<file path="src/rtl/countdown_bcd_timer.sv">
// countdown_bcd_timer
// BCD countdown timer with IDLE / RUN / PAUSED / DONE control and active-low
// 7-segment patterns for every digit (digit 0 = ones, in hex[6:0]).
// NUM_DIGITS is intended to be in the range 1..6.
// Optional feature: define COUNTDOWN_BLINK_EN to blank the display on
// alternate ticks while the warning window is active. DONE then shows
// steady zeros.
module countdown_bcd_timer #(
  parameter int                      NUM_DIGITS = 2,
  parameter logic [4*NUM_DIGITS-1:0] START_BCD  = 'h30,
  parameter logic [4*NUM_DIGITS-1:0] WARN_BCD   = 'h05
) (
  input  logic                      clk,
  input  logic                      rst,
  input  logic                      tick,
  input  logic                      start,
  input  logic                      pause,
  input  logic                      load,
  input  logic [4*NUM_DIGITS-1:0]   load_value,
  output logic [4*NUM_DIGITS-1:0]   count_bcd,
  output logic                      running,
  output logic                      warn,
  output logic                      game_finished,
  output logic [7*NUM_DIGITS-1:0]   hex
);

  localparam int W = 4 * NUM_DIGITS;

  typedef enum logic [1:0] {
    S_IDLE   = 2'd0,
    S_RUN    = 2'd1,
    S_PAUSED = 2'd2,
    S_DONE   = 2'd3
  } state_t;

  state_t         r_state;
  state_t         w_nextState;
  logic [W-1:0]   r_count;
  logic [W-1:0]   w_nextCount;
  logic [W-1:0]   w_clampCount;
  logic [W-1:0]   w_decCount;
  logic           w_countZero;
  logic           w_decZero;
  logic           w_tickAccept;
  logic           w_loadAccept;

  // Active-low 7-segment pattern for one BCD digit; non-BCD codes go blank.
  function automatic logic [6:0] f_seg(input logic [3:0] digit);
    logic [6:0] pattern;
    case (digit)
      4'd0:    pattern = 7'b1000000;
      4'd1:    pattern = 7'b1111001;
      4'd2:    pattern = 7'b0100100;
      4'd3:    pattern = 7'b0110000;
      4'd4:    pattern = 7'b0011001;
      4'd5:    pattern = 7'b0010010;
      4'd6:    pattern = 7'b0000010;
      4'd7:    pattern = 7'b1111000;
      4'd8:    pattern = 7'b0000000;
      4'd9:    pattern = 7'b0010000;
      default: pattern = 7'b1111111;
    endcase
    return pattern;
  endfunction

  // Clamp each incoming load digit to 9 so the count is always valid BCD.
  always_comb begin
    w_clampCount = '0;
    for (int i = 0; i < NUM_DIGITS; i++) begin
      if (load_value[4*i +: 4] > 4'd9) begin
        w_clampCount[4*i +: 4] = 4'd9;
      end else begin
        w_clampCount[4*i +: 4] = load_value[4*i +: 4];
      end
    end
  end

  // Per-digit BCD decrement: a zero digit becomes 9 and passes the borrow up.
  always_comb begin
    logic v_borrow;
    v_borrow   = 1'b1;
    w_decCount = r_count;
    for (int i = 0; i < NUM_DIGITS; i++) begin
      if (v_borrow) begin
        if (r_count[4*i +: 4] == 4'd0) begin
          w_decCount[4*i +: 4] = 4'd9;
        end else begin
          w_decCount[4*i +: 4] = r_count[4*i +: 4] - 4'd1;
          v_borrow             = 1'b0;
        end
      end
    end
  end

  assign w_countZero  = (r_count == '0);
  assign w_decZero    = (w_decCount == '0);
  assign w_loadAccept = load && (r_state != S_RUN);

  // Next-state and next-count selection; same-cycle priority is load > pause > start.
  always_comb begin
    w_nextState  = r_state;
    w_nextCount  = r_count;
    w_tickAccept = 1'b0;
    case (r_state)
      S_IDLE, S_PAUSED: begin
        if (load) begin
          w_nextCount = w_clampCount;
        end else if (!pause && start) begin
          w_nextState = w_countZero ? S_DONE : S_RUN;
        end
      end
      S_RUN: begin
        if (pause) begin
          w_nextState = S_PAUSED;
        end else if (tick) begin
          w_tickAccept = 1'b1;
          if (w_countZero || w_decZero) begin
            w_nextCount = '0;
            w_nextState = S_DONE;
          end else begin
            w_nextCount = w_decCount;
          end
        end
      end
      S_DONE: begin
        if (load) begin
          w_nextCount = w_clampCount;
          w_nextState = S_IDLE;
        end
      end
      default: begin
        w_nextState = S_IDLE;
      end
    endcase
  end

  // State and count registers; reset restores the start value immediately.
  always_ff @(posedge clk or posedge rst) begin
    if (rst) begin
      r_state <= S_IDLE;
      r_count <= START_BCD;
    end else begin
      r_state <= w_nextState;
      r_count <= w_nextCount;
    end
  end

  assign count_bcd     = r_count;
  assign running       = (r_state == S_RUN);
  assign game_finished = (r_state == S_DONE);
  assign warn          = running && (r_count <= WARN_BCD);

`ifdef COUNTDOWN_BLINK_EN
  logic r_blink;
  logic w_blinkToggle;

  // The phase flips on every accepted tick that lands inside the warning window.
  assign w_blinkToggle = w_tickAccept && (w_nextState == S_RUN) &&
                         (w_nextCount <= WARN_BCD);

  // Blink phase register; cleared on reset, on a new load and when finished.
  always_ff @(posedge clk or posedge rst) begin
    if (rst) begin
      r_blink <= 1'b0;
    end else if (w_loadAccept || (w_nextState == S_DONE)) begin
      r_blink <= 1'b0;
    end else if (w_blinkToggle) begin
      r_blink <= ~r_blink;
    end
  end

  // Display: steady zeros when finished, blank during the off phase, else the count.
  always_comb begin
    hex = '1;
    for (int i = 0; i < NUM_DIGITS; i++) begin
      if (r_state == S_DONE) begin
        hex[7*i +: 7] = f_seg(4'd0);
      end else if (r_blink) begin
        hex[7*i +: 7] = 7'b1111111;
      end else begin
        hex[7*i +: 7] = f_seg(r_count[4*i +: 4]);
      end
    end
  end
`else
  // Display follows the registered count digit by digit.
  always_comb begin
    hex = '1;
    for (int i = 0; i < NUM_DIGITS; i++) begin
      hex[7*i +: 7] = f_seg(r_count[4*i +: 4]);
    end
  end
`endif

endmodule
</file>
<file path="config.mk">
export PLATFORM = sky130hd
export DESIGN_NAME = countdown_bcd_timer
export DESIGN_NICKNAME = d
export VERILOG_FILES = /design/src/rtl/countdown_bcd_timer.sv
export SDC_FILE = /design/constraint.sdc
export NUM_CORES = 1
export LEC_CHECK = 0
export BUFFER_PORTS_ARGS = -buffer_cell sky130_fd_sc_hd__buf_2
export CORE_MARGIN = 1.5
export CORE_UTILIZATION = 45
export DETAILED_ROUTE_END_ITERATION = 10
export MAX_ROUTING_LAYER = met4
export PLACE_DENSITY = 0.86
export SLEW_MARGIN = 20
export SYNTH_ARGS = -nofsm -noshare
export SYNTH_HDL_FRONTEND = slang
export SYNTH_SLANG_ARGS = --single-unit
</file>
<file path="constraint.sdc">
create_clock -name clk -period 1.8 [get_ports clk]
set_input_delay 0.27 -clock clk [delete_from_list [all_inputs] [get_ports clk]]
set_output_delay 0.27 -clock clk [all_outputs]
set_load 0.02 [all_outputs]
</file>
==> results.md <==
* Outcome: complete, but fails checks
* Failing checks: negative setup slack
* Slew HR at 70.8%
* Site row count at 17
* Worst EP arrival at between 1.5 and 2 ns
* Die W at 53.0 um
* TritonCTS Buffers at 3
* Clock tree sinks at 10
* First-pass GRT wire length at about 6300 um
* Post-synth EDFFs at 0
* Die area at around 0.0028 sq mm
* Finished Layout Cells at approximately 230
* Antenna viol nets, final at 0
* CP Cell Sequence: inv_4 > ha_4 > or2_1 > a21oi_2 > a31oi_1 > buf_2
* Min-delay worst type: in2reg
* Top-count cell post-synth: a21oi_1
* Syn Area/Cell at roughly 7.7 sq um
* Initial Util at between 40% and 50%
* Die height at 53.0 um
* Async SR Flop Fraction at 100%
* Delay-heaviest family, CP: flip-flops
* Fin. Hold Viols at 0
* IO Port Bufs at 38
* DR vias at 1445
* DP Cell Count at 221
* Worst-path clk slew at about 0.060 ns
* Initial DRC count at 46
* Mapped Area at ~0.0011 sq mm
* VDD IR max at 0.868 mV
* Leakage power at between 0.7 and 0.8 nW
* Ranking of synthesized cells by area: dfrtp_1 (18%), ha_1 (13%), a21oi_1 (7.1%)
* Buf+Inv Stages, Crit Path at 2
* CP Capture Type: output pin
* Post-synth top area share at between 15 and 20%
* # diodes at 0
* Largest area contributor in the netlist: dfrtp_1
* GPL Wtd Cong at about 0.90
* HPWL Detailed at ~2800 um
* CTS tree: yes
* RSZ-0062 raised after global routing: true
* Post-synth top cells: a21oi_1 (16), nor2_1 (15), ha_1 (12)
* Slowest CP cell: dfstp_2
* Crit start category: flop
* Post-Synth Adder-Cell Area at 13.3%
* Clock Tree Buf Depth at 2
* Period minus WS final at around 2.0 ns
* Mapped Cells at 146
* H-tree depth reported by CTS at 1
* Vias per cell at ~6.2
* Synth Net Count at around 170
* Register area share after synthesis at roughly 22%
* Predominant post-synthesis flop cell: dfrtp_1
* CP required at approximately 1.5 ns
* Fmax at a little over 500 MHz
* Share of cells above drive strength 1 at between 40% and 50%
* CTS Root Buffer Type: clkbuf_4
* Pwr dens at 1130 mW/mm^2
* Mean routed wirelength per cell at between 15 and 20 um
* End-of-flow core utilization at 75.4%
* Total gr overflow at 0
* Largest net degree at the start of global routing at 12
* Number of global-route vias before repair at 1338
* Routed WL at approximately 4200 um
* Slew Limit Fails at 0
* Slew @ Worst Pin at 0.436 ns
* Final net count at roughly 230
* Post-synthesis xor/xnor area fraction at less than 1%
* Warnings from Yosys at 0
* Crit Path Max Fanout at 5
* Area delta synth->final at 52.5%
* Post-Route Skew at about 0.0057 ns
* Multiplexer share of the synthesized area at about 2.7%
* Setup-failing EPs final at 10
* DRC violations left at 0
* GR Util All Layers at 31.4%
* Initial antenna violation count at 0
* Setup CP Type: reg2out
* Largest family of logic cells by synthesized area: compound AO/OA/AOI/OAI gates
* Setup slack after layout at -0.187 ns
* MaxCap Viol Count at 0
* Worst skew pair latency at between 0.2 and 0.3 ns
* 1st-pass router iterations at 4
* Top-level I/O count at 39
* Max incr delay on CP at around 0.56 ns
* #FFs+latches synth at 10
* Core area at between 0.002 and 0.0025 sq mm
* Final period util at 110%
* Netlist cell types at 45
* Complex-gate fraction of the synthesized area at a little under a third
* Post-synthesis simple-gate area fraction at around 24%
[where the power goes]
part	switching, W	internal, W
Sequential	0.0000631	0.000278
Clock	0.0000884	0.0000862
Combinational	0.000827	0.000589
[worst paths after layout]
check / startpoint / end / slack (ns) / cells past startpoint
worst max-delay path: count_bcd[5] / hex[10] / -0.19 / 6
worst min-delay path: load / r_state[0] / 0.25 / 2
worst max register to register: count_bcd[0] / r_state[1] / -0.01 / 6
worst min register to register: r_state[0] / r_state[0] / 0.63 / 2
max in group asynchronous: rst / count_bcd[4] / 0.95 / 3
min in group asynchronous: rst / count_bcd[3] / 0.52 / 3
[final cells by class]
cell class	count	area, sq um
inverter	11	53.8
multi-input combinational	120	942
fill	162	561
clock buffer	4	26.3
sequential	10	256
timing repair buffer	59	402
tap	28	35.0
[what timing repair did]
action | CTS | global route
setup endpoints to repair | 12 | 17
hold buffers | 1 | 0
gates cloned | 0 | 0
pin swaps | 11 | 5
buffers inserted | 4 | 2
hold endpoints to repair | 8 | 0
gates resized for setup | 33 | 10
[cells in the final DEF (no fill, tap or decap), drive strengths merged, types with 2 or more instances in the layout]
master	Yosys	layout
mux2i	3	3
nand3	2	2
o21ai	16	16
a21o	2	2
dfrtp	8	8
a22o	2	2
o31ai	2	2
o211ai	2	2
clkbuf	4	4
inv	11	11
nor2	15	15
a31oi	4	4
a21oi	16	16
o22ai	2	2
and3	2	2
nand2b	5	5
ha	12	12
nand2	7	7
buf	1	58
nor3b	3	3
nand3b	2	2
nor3	4	4
or2	2	2
dfstp	2	2
[registers in the layout, summed over array words and instances (netlist names)]
| register | count |
|---|---|
| count_bcd | 8 |
| r_state | 2 |
[cells by family (layout without fill, tap and decap cells)]
| kind of cell | Yosys count | in the layout |
|---|---|---|
| xor gates and xnor gates | 1 | 1 |
| muxes | 3 | 3 |
| buffers and inverters | 16 | 74 |
| adders and majority gates | 12 | 12 |
| DFF | 10 | 10 |
| and+or+nand+nor | 49 | 49 |
| AOI/OAI and AO/OA | 55 | 55 |
[routing by layer]
| layer | routed length (um) | share of wire [%] | up-vias | track usage (%) |
|---|---|---|---|---|
| met4 | 138 | 3.3 | 0 | 13.2 |
| li1 | - | - | 655 | - |
| met2 | 2060 | 49 | 71 | 53.8 |
| met1 | 1700 | 41 | 700 | 37.3 |
| met5 | 0 | 0 | - | - |
| met3 | 270 | 6.5 | 19 | 3.67 |
[metrics by stage]
step | TNS (ns) | setup slack [ns] | total power, W | hold WS [ns] | area (sq um)
floorplan | -0.000371 | -0.000371 | 0.00105 | 0.109 | 1140
global placement | 0 | 0.116 | 0.00141 | 0.265 | 1460
detailed placement | 0 | 0.0473 | 0.00146 | 0.277 | 1460
CTS | -0.501 | -0.119 | 0.00179 | 0.254 | 1650
global route | -1.07 | -0.205 | 0.00204 | 0.278 | 1720
finish | -0.771 | -0.187 | 0.00193 | 0.245 | 1720
(Power assumes the default switching activity.)
